===== src/rtl/shift_pkg.sv =====
// Shared types for the universal shift register: mode encoding and shift direction.
// No logic, so no latency.
// No handshake, so no backpressure.
package shift_pkg;

    typedef enum logic [1:0] {
        SH_HOLD  = 2'b00,
        SH_SHIFT = 2'b01,
        SH_LOAD  = 2'b10,
        SH_ROT   = 2'b11
    } shift_mode_e;

    localparam logic DIR_RIGHT = 1'b0;
    localparam logic DIR_LEFT  = 1'b1;

    // Width of a counter that counts 0..w-1, never narrower than one bit.
    function automatic int cnt_width(input int w);
        return (w < 2) ? 1 : $clog2(w);
    endfunction

endpackage


===== src/rtl/universal_shift_reg_if.sv =====
// Bundle of the control, data and status signals of the universal shift register.
// Wires only, so no latency.
// No backpressure; the host sees the register's outputs directly.
interface universal_shift_reg_if #(
    parameter int WIDTH = 4
);
    import shift_pkg::*;

    localparam int CW = cnt_width(WIDTH);

    logic              en;
    shift_mode_e       mode;
    logic              dir;
    logic              sin;
    logic [WIDTH-1:0]  pin;
    logic [WIDTH-1:0]  q;
    logic              sout;
    logic [CW-1:0]     bit_cnt;
    logic              frame_done;

    modport master (
        output en, mode, dir, sin, pin,
        input  q, sout, bit_cnt, frame_done
    );

    modport slave (
        input  en, mode, dir, sin, pin,
        output q, sout, bit_cnt, frame_done
    );

endinterface


===== src/rtl/shift_bit_counter.sv =====
// Counts shifts modulo WIDTH and strobes frame_done on the WIDTH-th shift.
// frame_done is registered: it shows in the cycle after the wrapping edge.
// No backpressure; inc/clr are sampled on every edge.
module shift_bit_counter
    import shift_pkg::*;
#(
    parameter  int WIDTH = 4,
    localparam int CW    = cnt_width(WIDTH)
) (
    input  logic          clk,
    input  logic          rst,
    input  logic          inc,
    input  logic          clr,
    output logic [CW-1:0] bit_cnt,
    output logic          frame_done
);

    localparam logic [CW-1:0] LAST = CW'(WIDTH - 1);

    logic [CW-1:0] bit_cnt_q, bit_cnt_d;
    logic          frame_done_q, frame_done_d;

    // clr wins over inc so a load landing on the last count never strobes.
    always_comb begin
        bit_cnt_d    = bit_cnt_q;
        frame_done_d = 1'b0;
        if (clr) begin
            bit_cnt_d = '0;
        end else if (inc) begin
            if (bit_cnt_q == LAST) begin
                bit_cnt_d    = '0;
                frame_done_d = 1'b1;
            end else begin
                bit_cnt_d = bit_cnt_q + 1'b1;
            end
        end
    end

    always_ff @(posedge clk or negedge rst) begin
        if (!rst) begin
            bit_cnt_q    <= '0;
            frame_done_q <= 1'b0;
        end else begin
            bit_cnt_q    <= bit_cnt_d;
            frame_done_q <= frame_done_d;
        end
    end

    assign bit_cnt    = bit_cnt_q;
    assign frame_done = frame_done_q;

endmodule


===== src/rtl/universal_shift_reg.sv =====
// Universal shift register: hold, shift, parallel load or rotate, either direction.
// q updates on the clock edge; sout is combinational from q; frame_done lags one cycle.
// No backpressure; en=0 freezes all state.
module universal_shift_reg
    import shift_pkg::*;
#(
    parameter int               WIDTH   = 4,
    parameter logic [WIDTH-1:0] RST_VAL = '0
) (
    input logic                  clk,
    input logic                  rst,
    universal_shift_reg_if.slave bus
);

    logic [WIDTH-1:0] q_q, q_d;
    logic             ser_in;
    logic             shifting;
    logic             loading;
    logic             out_bit;

    // The bit leaving the register is also the serial output, so rotate reuses it.
    assign out_bit = (bus.dir == DIR_LEFT) ? q_q[WIDTH-1] : q_q[0];

    always_comb begin
        shifting = bus.en && ((bus.mode == SH_SHIFT) || (bus.mode == SH_ROT));
        loading  = bus.en && (bus.mode == SH_LOAD);
        ser_in   = (bus.mode == SH_ROT) ? out_bit : bus.sin;
        q_d      = q_q;
        if (loading) begin
            q_d = bus.pin;
        end else if (shifting) begin
            if (bus.dir == DIR_LEFT) begin
                q_d = {q_q[WIDTH-2:0], ser_in};
            end else begin
                q_d = {ser_in, q_q[WIDTH-1:1]};
            end
        end
    end

    always_ff @(posedge clk or negedge rst) begin
        if (!rst) begin
            q_q <= RST_VAL;
        end else begin
            q_q <= q_d;
        end
    end

    assign bus.q    = q_q;
    assign bus.sout = out_bit;

    shift_bit_counter #(
        .WIDTH (WIDTH)
    ) u_cnt (
        .clk        (clk),
        .rst        (rst),
        .inc        (shifting),
        .clr        (loading),
        .bit_cnt    (bus.bit_cnt),
        .frame_done (bus.frame_done)
    );

endmodule


===== src/flat_wrapper.sv =====
// flat-port wrapper written by rule: the top's interface ports become plain ports
module universal_shift_reg_flat import shift_pkg::*;
#(
    parameter int               WIDTH   = 4,
    parameter logic [WIDTH-1:0] RST_VAL = '0
)
  (clk, rst, bus_en, bus_mode, bus_dir, bus_sin, bus_pin, bus_q, bus_sout, bus_bit_cnt, bus_frame_done);
  universal_shift_reg_if #(.WIDTH(WIDTH)) bus_i ();
  input logic clk;
  input logic rst;
  input wire logic [$bits(bus_i.en)-1:0] bus_en;
  input wire logic [$bits(bus_i.mode)-1:0] bus_mode;
  input wire logic [$bits(bus_i.dir)-1:0] bus_dir;
  input wire logic [$bits(bus_i.sin)-1:0] bus_sin;
  input wire logic [$bits(bus_i.pin)-1:0] bus_pin;
  output wire logic [$bits(bus_i.q)-1:0] bus_q;
  output wire logic [$bits(bus_i.sout)-1:0] bus_sout;
  output wire logic [$bits(bus_i.bit_cnt)-1:0] bus_bit_cnt;
  output wire logic [$bits(bus_i.frame_done)-1:0] bus_frame_done;
  assign bus_i.en = bus_en;
  assign bus_i.mode = bus_mode;
  assign bus_i.dir = bus_dir;
  assign bus_i.sin = bus_sin;
  assign bus_i.pin = bus_pin;
  assign bus_q = bus_i.q;
  assign bus_sout = bus_i.sout;
  assign bus_bit_cnt = bus_i.bit_cnt;
  assign bus_frame_done = bus_i.frame_done;
  universal_shift_reg #(.WIDTH(WIDTH), .RST_VAL(RST_VAL)) u_core (.clk(clk), .rst(rst), .bus(bus_i));
endmodule

===== config.mk =====
export PLATFORM = sky130hd
export DESIGN_NAME = universal_shift_reg_flat
export DESIGN_NICKNAME = d
export VERILOG_FILES = /design/src/rtl/shift_pkg.sv /design/src/rtl/universal_shift_reg_if.sv /design/src/rtl/shift_bit_counter.sv /design/src/rtl/universal_shift_reg.sv /design/src/flat_wrapper.sv
export SDC_FILE = /design/constraint.sdc
export NUM_CORES = 1
export LEC_CHECK = 0
export ABC_AREA = 0
export CORE_AREA = 4 4 41 43
export CTS_CLUSTER_DIAMETER = 120
export DETAILED_ROUTE_END_ITERATION = 6
export DIE_AREA = 0 0 45 47
export DONT_BUFFER_PORTS = 1
export GPL_TIMING_DRIVEN = 0
export MAX_ROUTING_LAYER = met4
export SLEW_MARGIN = 10
export SYNTH_ARGS = -nofsm -noshare
export SYNTH_HDL_FRONTEND = slang
export SYNTH_HIERARCHICAL = 1
export SYNTH_SLANG_ARGS = --single-unit

===== constraint.sdc =====
create_clock -name clk -period 2.4 [get_ports clk]
set_clock_uncertainty 0.1 [all_clocks]
set_input_delay 0.48 -clock clk [delete_from_list [all_inputs] [get_ports clk]]
set_output_delay 0.48 -clock clk [all_outputs]
set_load 0.005 [all_outputs]

==> results.md, run 1 <==
* # nets final at 67
* Async SR Flop Fraction at 100%
* #FFs+latches synth at 7
* Crit path time final at 1.53 ns
* H-tree Lvls at 1
* First-pass GRT wire length at 1620 um
* Max-cap viol count at 0
* Pin count of the biggest net entering global routing at 11
* Post-synthesis mux area share at 9.50%
* Adder-Cell Fraction of Synth Area at 2.79%
* DRC Markers at 0
* Fmax at 654 MHz
* Final hold viol count at 0
* Fraction of layout cells with a size suffix above 1 at 20.4%
* Row cnt at 13
* DR WL/cell at 14.7 um
* Synth-to-layout area growth at 12.3%
* Hold WS at 0.279 ns
* Arrival time at the worst endpoint at 0.95 ns
* Dpl cells at 64
* VDD IR max at between 0.2 and 0.25 mV
* Overflow after GRT at 0
* Hold Path Class: input pin to flop
* Avg Cell Area, Syn at 9.14 sq um
* Cell Chain, Critical Path: inv_1 -> o21ai_0
* Most used DFF post-synth: dfrtp_1
* Most frequent cell after synthesis: dfrtp_1
* Cell Area, Synth at 448 sq um
* Die ar. at 2120 sq um
* Post-synth top area share at 39.1%
* Via count at slightly below 400
* GRT Total Usage at 11.1%
* CTS Root Cell: clkbuf_4
* Syn_nets at around 60
* Final Slew Violations at 0
* CP endpoint kind: output pin
* Setup TNS at 0 ns
* Initial antenna violation count at 0
* Worst Path Max Fanout at 5
* Synth unique cells at 23
* Finish-stage setup viols at 0
* Status: completed
* Initial detailed-routing violation count at 4
* Max clock buf depth at 2
* Pre-CTS setup slack at 0.788 ns
* Clk sink count at 7
* Area leader, netlist: dfrtp_1
* Synth top cells by count: dfrtp_1, a21oi_1, inv_1, nand2_1, nor2_1
* DRT Pass-1 Iters at 4
* Synth area leaders: dfrtp_1, a21oi_1, mux2_2
* Max-slew headroom at about four fifths
* Multi-input logic area at 234 sq um
* Post-DP HPWL at 790 um
* Post-synthesis xor/xnor area fraction at 0%
* Final worst slack at between 0.8 and 0.9 ns
* Critical Setup Path Class: flop to output pin
* Clk Latency, worst-skew pair at 0.24 ns
* Warnings, synthesis at 6
* Final std cells w/o fill at 69
* Vias per cell at 5.59
* Overall Power at 0.368 mW
* Synth Area in Compound Gates at 23.2%
* Largest family of logic cells by synthesized area: compound AO/OA/AOI/OAI gates
* Cell depth of the worst flop-to-flop path at 3
* Core area at 1300 sq um
* CTS tree: done
* Initial Utilization at 34.4%
* Unrepaired setup endpoints after global routing: no
* IO Pins at 19
* Simple-Gate Fraction of Synth Area at 16.8%
* Routed WL at 1010 um
* Mapped Cells at around 50
* Worst-margin pin slew at 0.323 ns
* Port bufs at 0
* Routed Antenna Nets at 0
* Placer Congestion at 0.731
* Worst endpoint required time at 1.82 ns
* Startpoint types: flop
* Worst path slowest cell: dfrtp_1
* Ant. Diodes at 0
* Clk slew on worst S/H paths at ~0.050 ns
* Slowest stage delay, CP at approximately 0.43 ns
* Vias in the first global route at 376
* Filler cells at approximately 140
* Leak at 0.229 nW
* Cell Pwr Density at 732 nW/um^2
* FF/Latch Area at 175 sq um
* Worst Hold Path Cells at 1
* Fin crit share at 63.7%
* EDFF count, synth at 0
* CTS Buf Count at 3
* Sequential area share after synthesis at 39.1%
* Die Wd at 45 um
* DIE HEIGHT at 47 um
[report_power, final]
group	switching, mW	leakage [nW]	internal (mW)
registers	0.0355	0.0843	0.144
logic	0.0418	0.130	0.0428
clock network	0.0405	0.0150	0.0633
total	0.118	0.229	0.250
[kinds of logic after synthesis]
| logic type | after synthesis |
|---|---|
| flip-flops | 7 |
| AND/OR/NAND/NOR | 14 |
| adder cells (fa/ha/maj) | 1 |
| multiplexers | 4 |
| AO/OA/AOI/OAI | 16 |
| buffers and inverters | 7 |
[worst max-delay path: cells and delay by family (launching register included)]
kind                   cells  cell delay [ns]
buffers and inverters      1             0.07
AOI/OAI and AO/OA          1             0.21
DFF                        1             0.43
[layer usage]
layer / track usage, % / share of wire, % / up-vias / wire, um
met1: 12.6 / 40 / 189 / 403
li1: - / - / 186 / -
met4: 7.02 / 1.9 / 0 / 19
met3: 2.68 / 4.8 / 2 / 49
met2: 17.5 / 53 / 9 / 538
met5: - / 0 / - / 0
[final timing paths]
| check | start | endpoint | slack [ns] |
|---|---|---|---|
| worst max-delay path | u_core/bus.q[0] | bus_sout | 0.87 |
| worst min-delay path | bus_mode[0] | u_core/bus.q[0] | 0.28 |
| worst max register to register | u_core/u_cnt/bit_cnt[0] | u_core/u_cnt/bit_cnt[0] | 1.11 |
| worst min register to register | u_core/u_cnt/bit_cnt[0] | u_core/u_cnt/bit_cnt[0] | 0.52 |
| max in group asynchronous | rst | u_core/bus.q[1] | 1.49 |
| min in group asynchronous | rst | u_core/bus.q[0] | 0.46 |
[metrics by stage]
step                util [%]  area [sq um]
floorplan                  -           448
global placement        35.9           467
detailed placement      35.9           467
CTS                     38.7           503
global route            38.7           503
finish                  38.7           503
[sequential cells by signal, summed over array words and instances (netlist names)]
| signal | cells |
|---|---|
| u_core/bus.q | 4 |
| u_core/u_cnt/frame_done | 1 |
| u_core/u_cnt/bit_cnt | 2 |
[layout make-up]
cell class	count	share of cell area, %
well taps	15	3.73
inverters	4	2.99
multi-input cells	35	46.5
repair buffers	1	1.99
clock buffers	4	5.22
plain buffers	3	4.73
flip-flops and latches	7	34.8
[layout by cell type, fill, tap and decap left out]
master / instances
clkbuf_4: 3
nand2b_1: 1
buf_4: 1
inv_1: 4
a21oi_2: 1
and3_2: 2
o221ai_1: 1
a221oi_1: 1
or3b_1: 1
nand3b_1: 2
o21a_1: 1
a21oi_1: 5
o21ai_0: 3
o22ai_1: 2
mux2_2: 2
nor2_1: 4
a211o_1: 1
buf_2: 1
o32ai_1: 1
ha_1: 1
dfrtp_1: 7
dlygate4sd3_1: 1
buf_6: 1
clkbuf_1: 1
nand2_1: 4
mux2i_1: 2
[repair_timing]
action | in CTS | in global routing
setup buffers | 0 | 0
endpoints found under the hold margin | 7 | 0
gates resized for setup | 0 | 0
hold buffers | 1 | 0
Note: power is estimated with default switching activity, not from simulation.
==> run 2, diff against run 1 <==
==> constraint.sdc (replaced) <==
create_clock -name clk -period 1.5 [get_ports clk]
set_clock_uncertainty 0.1 [all_clocks]
set_input_delay 0.3 -clock clk [delete_from_list [all_inputs] [get_ports clk]]
set_output_delay 0.3 -clock clk [all_outputs]
set_load 0.005 [all_outputs]
==> results of run 2 <==
The final DEF is identical to that of run 1. Status: completed.
Main changes from that run: setup slack after placement 0.788 ns -> 0.0678 ns; setup slack after layout 0.871 ns -> 0.151 ns; hold slack 0.279 ns -> 0.0992 ns; register-to-register setup slack 1.11 ns -> 0.21 ns; total power 0.368 mW -> 0.589 mW; worst IR drop on VDD 0.209 mV -> 0.335 mV
==> run 3, diff against run 2 <==
--- a/config.mk
+++ b/config.mk
@@ -6,14 +6,14 @@
 export NUM_CORES = 1
 export LEC_CHECK = 0
 export ABC_AREA = 0
-export CORE_AREA = 4 4 41 43
+export CORE_AREA = 2 2 39 41
 export CTS_CLUSTER_DIAMETER = 120
 export DETAILED_ROUTE_END_ITERATION = 6
-export DIE_AREA = 0 0 45 47
+export DIE_AREA = 0 0 41 43
 export DONT_BUFFER_PORTS = 1
 export GPL_TIMING_DRIVEN = 0
 export MAX_ROUTING_LAYER = met4
-export SLEW_MARGIN = 10
+export SLEW_MARGIN = 20
 export SYNTH_ARGS = -nofsm -noshare
 export SYNTH_HDL_FRONTEND = slang
 export SYNTH_HIERARCHICAL = 1
==> run 3 against run 2 <==
Cell count is 1.4% higher. Critical endpoint unchanged. Sequential share of layout area is 0.086 points lower. Critical path type unchanged. Register-to-register slack hardly changed.
==> results.md, run 3 (synthesis gave the netlist of run 1 again) <==
* Finish-stage setup viols at 0
* Synth-to-layout area growth at 12.6%
* Cell Chain, Critical Path: inv_1 -> o21ai_0
* Leak at 0.229 nW
* CTS Root Cell: clkbuf_4
* Clk Latency, worst-skew pair at 0.24 ns
* Max-slew headroom at between 70% and 80%
* Post-CTS setup buffers at 0
* Most frequent cells in the layout: dfrtp_1, a21oi_1, inv_1, nand2_1, nor2_1
* Unrepaired setup endpoints after global routing: no
* Routed WL at 943 um
* Max reg flops at 4
* Fin crit share at 90.1%
* Via count at 371
* Pre-CTS setup slack at 0.0674 ns
* Die Wd at around 40 um
* Vias in the first global route at 379
* Initial antenna violation count at 0
* Initial Utilization at approximately a third
* Sequential power share at 48.7%
* Core area at roughly 1400 sq um
* Status: completed
* CP top delay family: flip-flops
* Routed Antenna Nets at 0
* DIE HEIGHT at roughly 43 um
* Row cnt at 14
* Initial detailed-routing violation count at 9
* GRT Total Usage at 13.1%
* CTS Buf Count at 3
* Pin count of the biggest net entering global routing at 11
* Crit path time final at 1.35 ns
* First-pass GRT wire length at 1510 um
* H-tree Lvls at 1
* Clk network pwr share at 28.8%
* Ant. Diodes at 0
* Dpl cells at 65
* Placer Congestion at 0.734
* Fraction of layout cells with a size suffix above 1 at approximately a fifth
* Fmax at 740 MHz
* IO Pins at 19
* Cell Pwr Density at 1160 nW/um^2
* Worst-margin pin slew at 0.314 ns
* Final hold viol count at 0
* Sw frac at between 30% and 40%
* Final worst slack at 0.149 ns
* Max clock buf depth at 2
* CTS tree: done
* DRC Markers at 0
* Vias per cell at ~5.3
* DR WL/cell at 13.5 um
* Arrival time at the worst endpoint at roughly 0.95 ns
* Hold Path Class: input pin to flop
* Setup TNS at 0 ns
* Slowest stage delay, CP at 0.43 ns
* Worst Path Max Fanout at 5
* Critical Setup Path Class: flop to output pin
* Overflow after GRT at 0
* DRT Pass-1 Iters at 4
* Max-cap viol count at 0
* Final Slew Violations at 0
* Post-DP HPWL at 717 um
* Clk sink count at 7
* Internal power at 0.400 mW
* Worst endpoint required time at approximately 1.1 ns
* # nets final at 67
* Combinational power share at between 20% and 30%
* Net Switching at around 0.18 mW
* Startpoint types: flop
* VDD IR max at 0.417 mV
* Clk slew on worst S/H paths at 0.05 ns
* Buf/Inv on CP at 1
* DP Area at approximately 470 sq um
* Final Instance Area at approximately 500 sq um
* CP endpoint kind: output pin
* Final std cells w/o fill at 70
* Worst path slowest cell: dfrtp_1
* Port bufs at 0
* Most common cell after layout, fill and taps aside: dfrtp_1
* Die ar. at 1760 sq um
-- run 3: per-layer routing --
layer	share of wire, %	wire length, um	vias to the layer above	track usage, %
li1	-	-	186	-
met1	39	368	173	14.1
met2	55	514	10	21.6
met3	5.0	47	2	3.14
met4	1.3	12	0	6.00
met5	0	0	-	-
-- run 3: power by group through the flow --
stage	Sequential [mW]	Clock (mW)	Combinational, mW
2_1_floorplan	0.273	0	0.111
3_3_place_gp	0.288	0	0.123
3_5_place_dp	0.288	0	0.128
4_1_cts	0.285	0.172	0.134
5_1_grt	0.291	0.187	0.151
6_report	0.284	0.168	0.132
-- run 3: layout make-up --
class | instances | area (sq um)
Sequential cell | 7 | 175
Multi-Input combinational cell | 35 | 234
Tap cell | 16 | 20.0
Timing Repair Buffer | 1 | 10.0
Clock buffer | 4 | 26.3
Fill cell | 138 | 880
Inverter | 4 | 15.0
Buffer | 3 | 23.8
-- run 3: worst reg2reg max path: stages (launching register included) --
cell	delay, ns
dfrtp_1	0.42
ha_1	0.22
or3b_1	0.37
a21oi_2	0.12
-- run 3: what timing repair did --
item | CTS | global route
gates resized for setup | 0 | 0
endpoints found under the hold margin | 7 | 0
hold buffers | 1 | 0
-- run 3: path summary, 6_finish.rpt --
path | from | endpoint | slack (ns) | cells after the start
setup / recovery | u_core/bus.q[0] | bus_sout | 0.15 | 2
min in group asynchronous | rst | u_core/u_cnt/bit_cnt[1] | 0.28 | 1
hold reg to reg | u_core/u_cnt/bit_cnt[1] | u_core/u_cnt/bit_cnt[1] | 0.48 | 2
setup reg to reg | u_core/u_cnt/bit_cnt[0] | u_core/u_cnt/bit_cnt[0] | 0.20 | 3
max in group asynchronous | rst | u_core/u_cnt/frame_done | 0.78 | 1
hold / removal | bus_mode[0] | u_core/bus.q[0] | 0.09 | 1
-- run 3: metrics by stage --
| stage | util (%) | hold slack [ns] | power (mW) |
|---|---|---|---|
| after floorplan | - | -0.0956 | 0.384 |
| after global placement | 33.8 | -0.0955 | 0.411 |
| after detailed placement | 33.8 | -0.0955 | 0.416 |
| after CTS | 36.4 | 0.0865 | 0.591 |
| after global routing | 36.4 | 0.102 | 0.629 |
| final | 36.4 | 0.0897 | 0.584 |
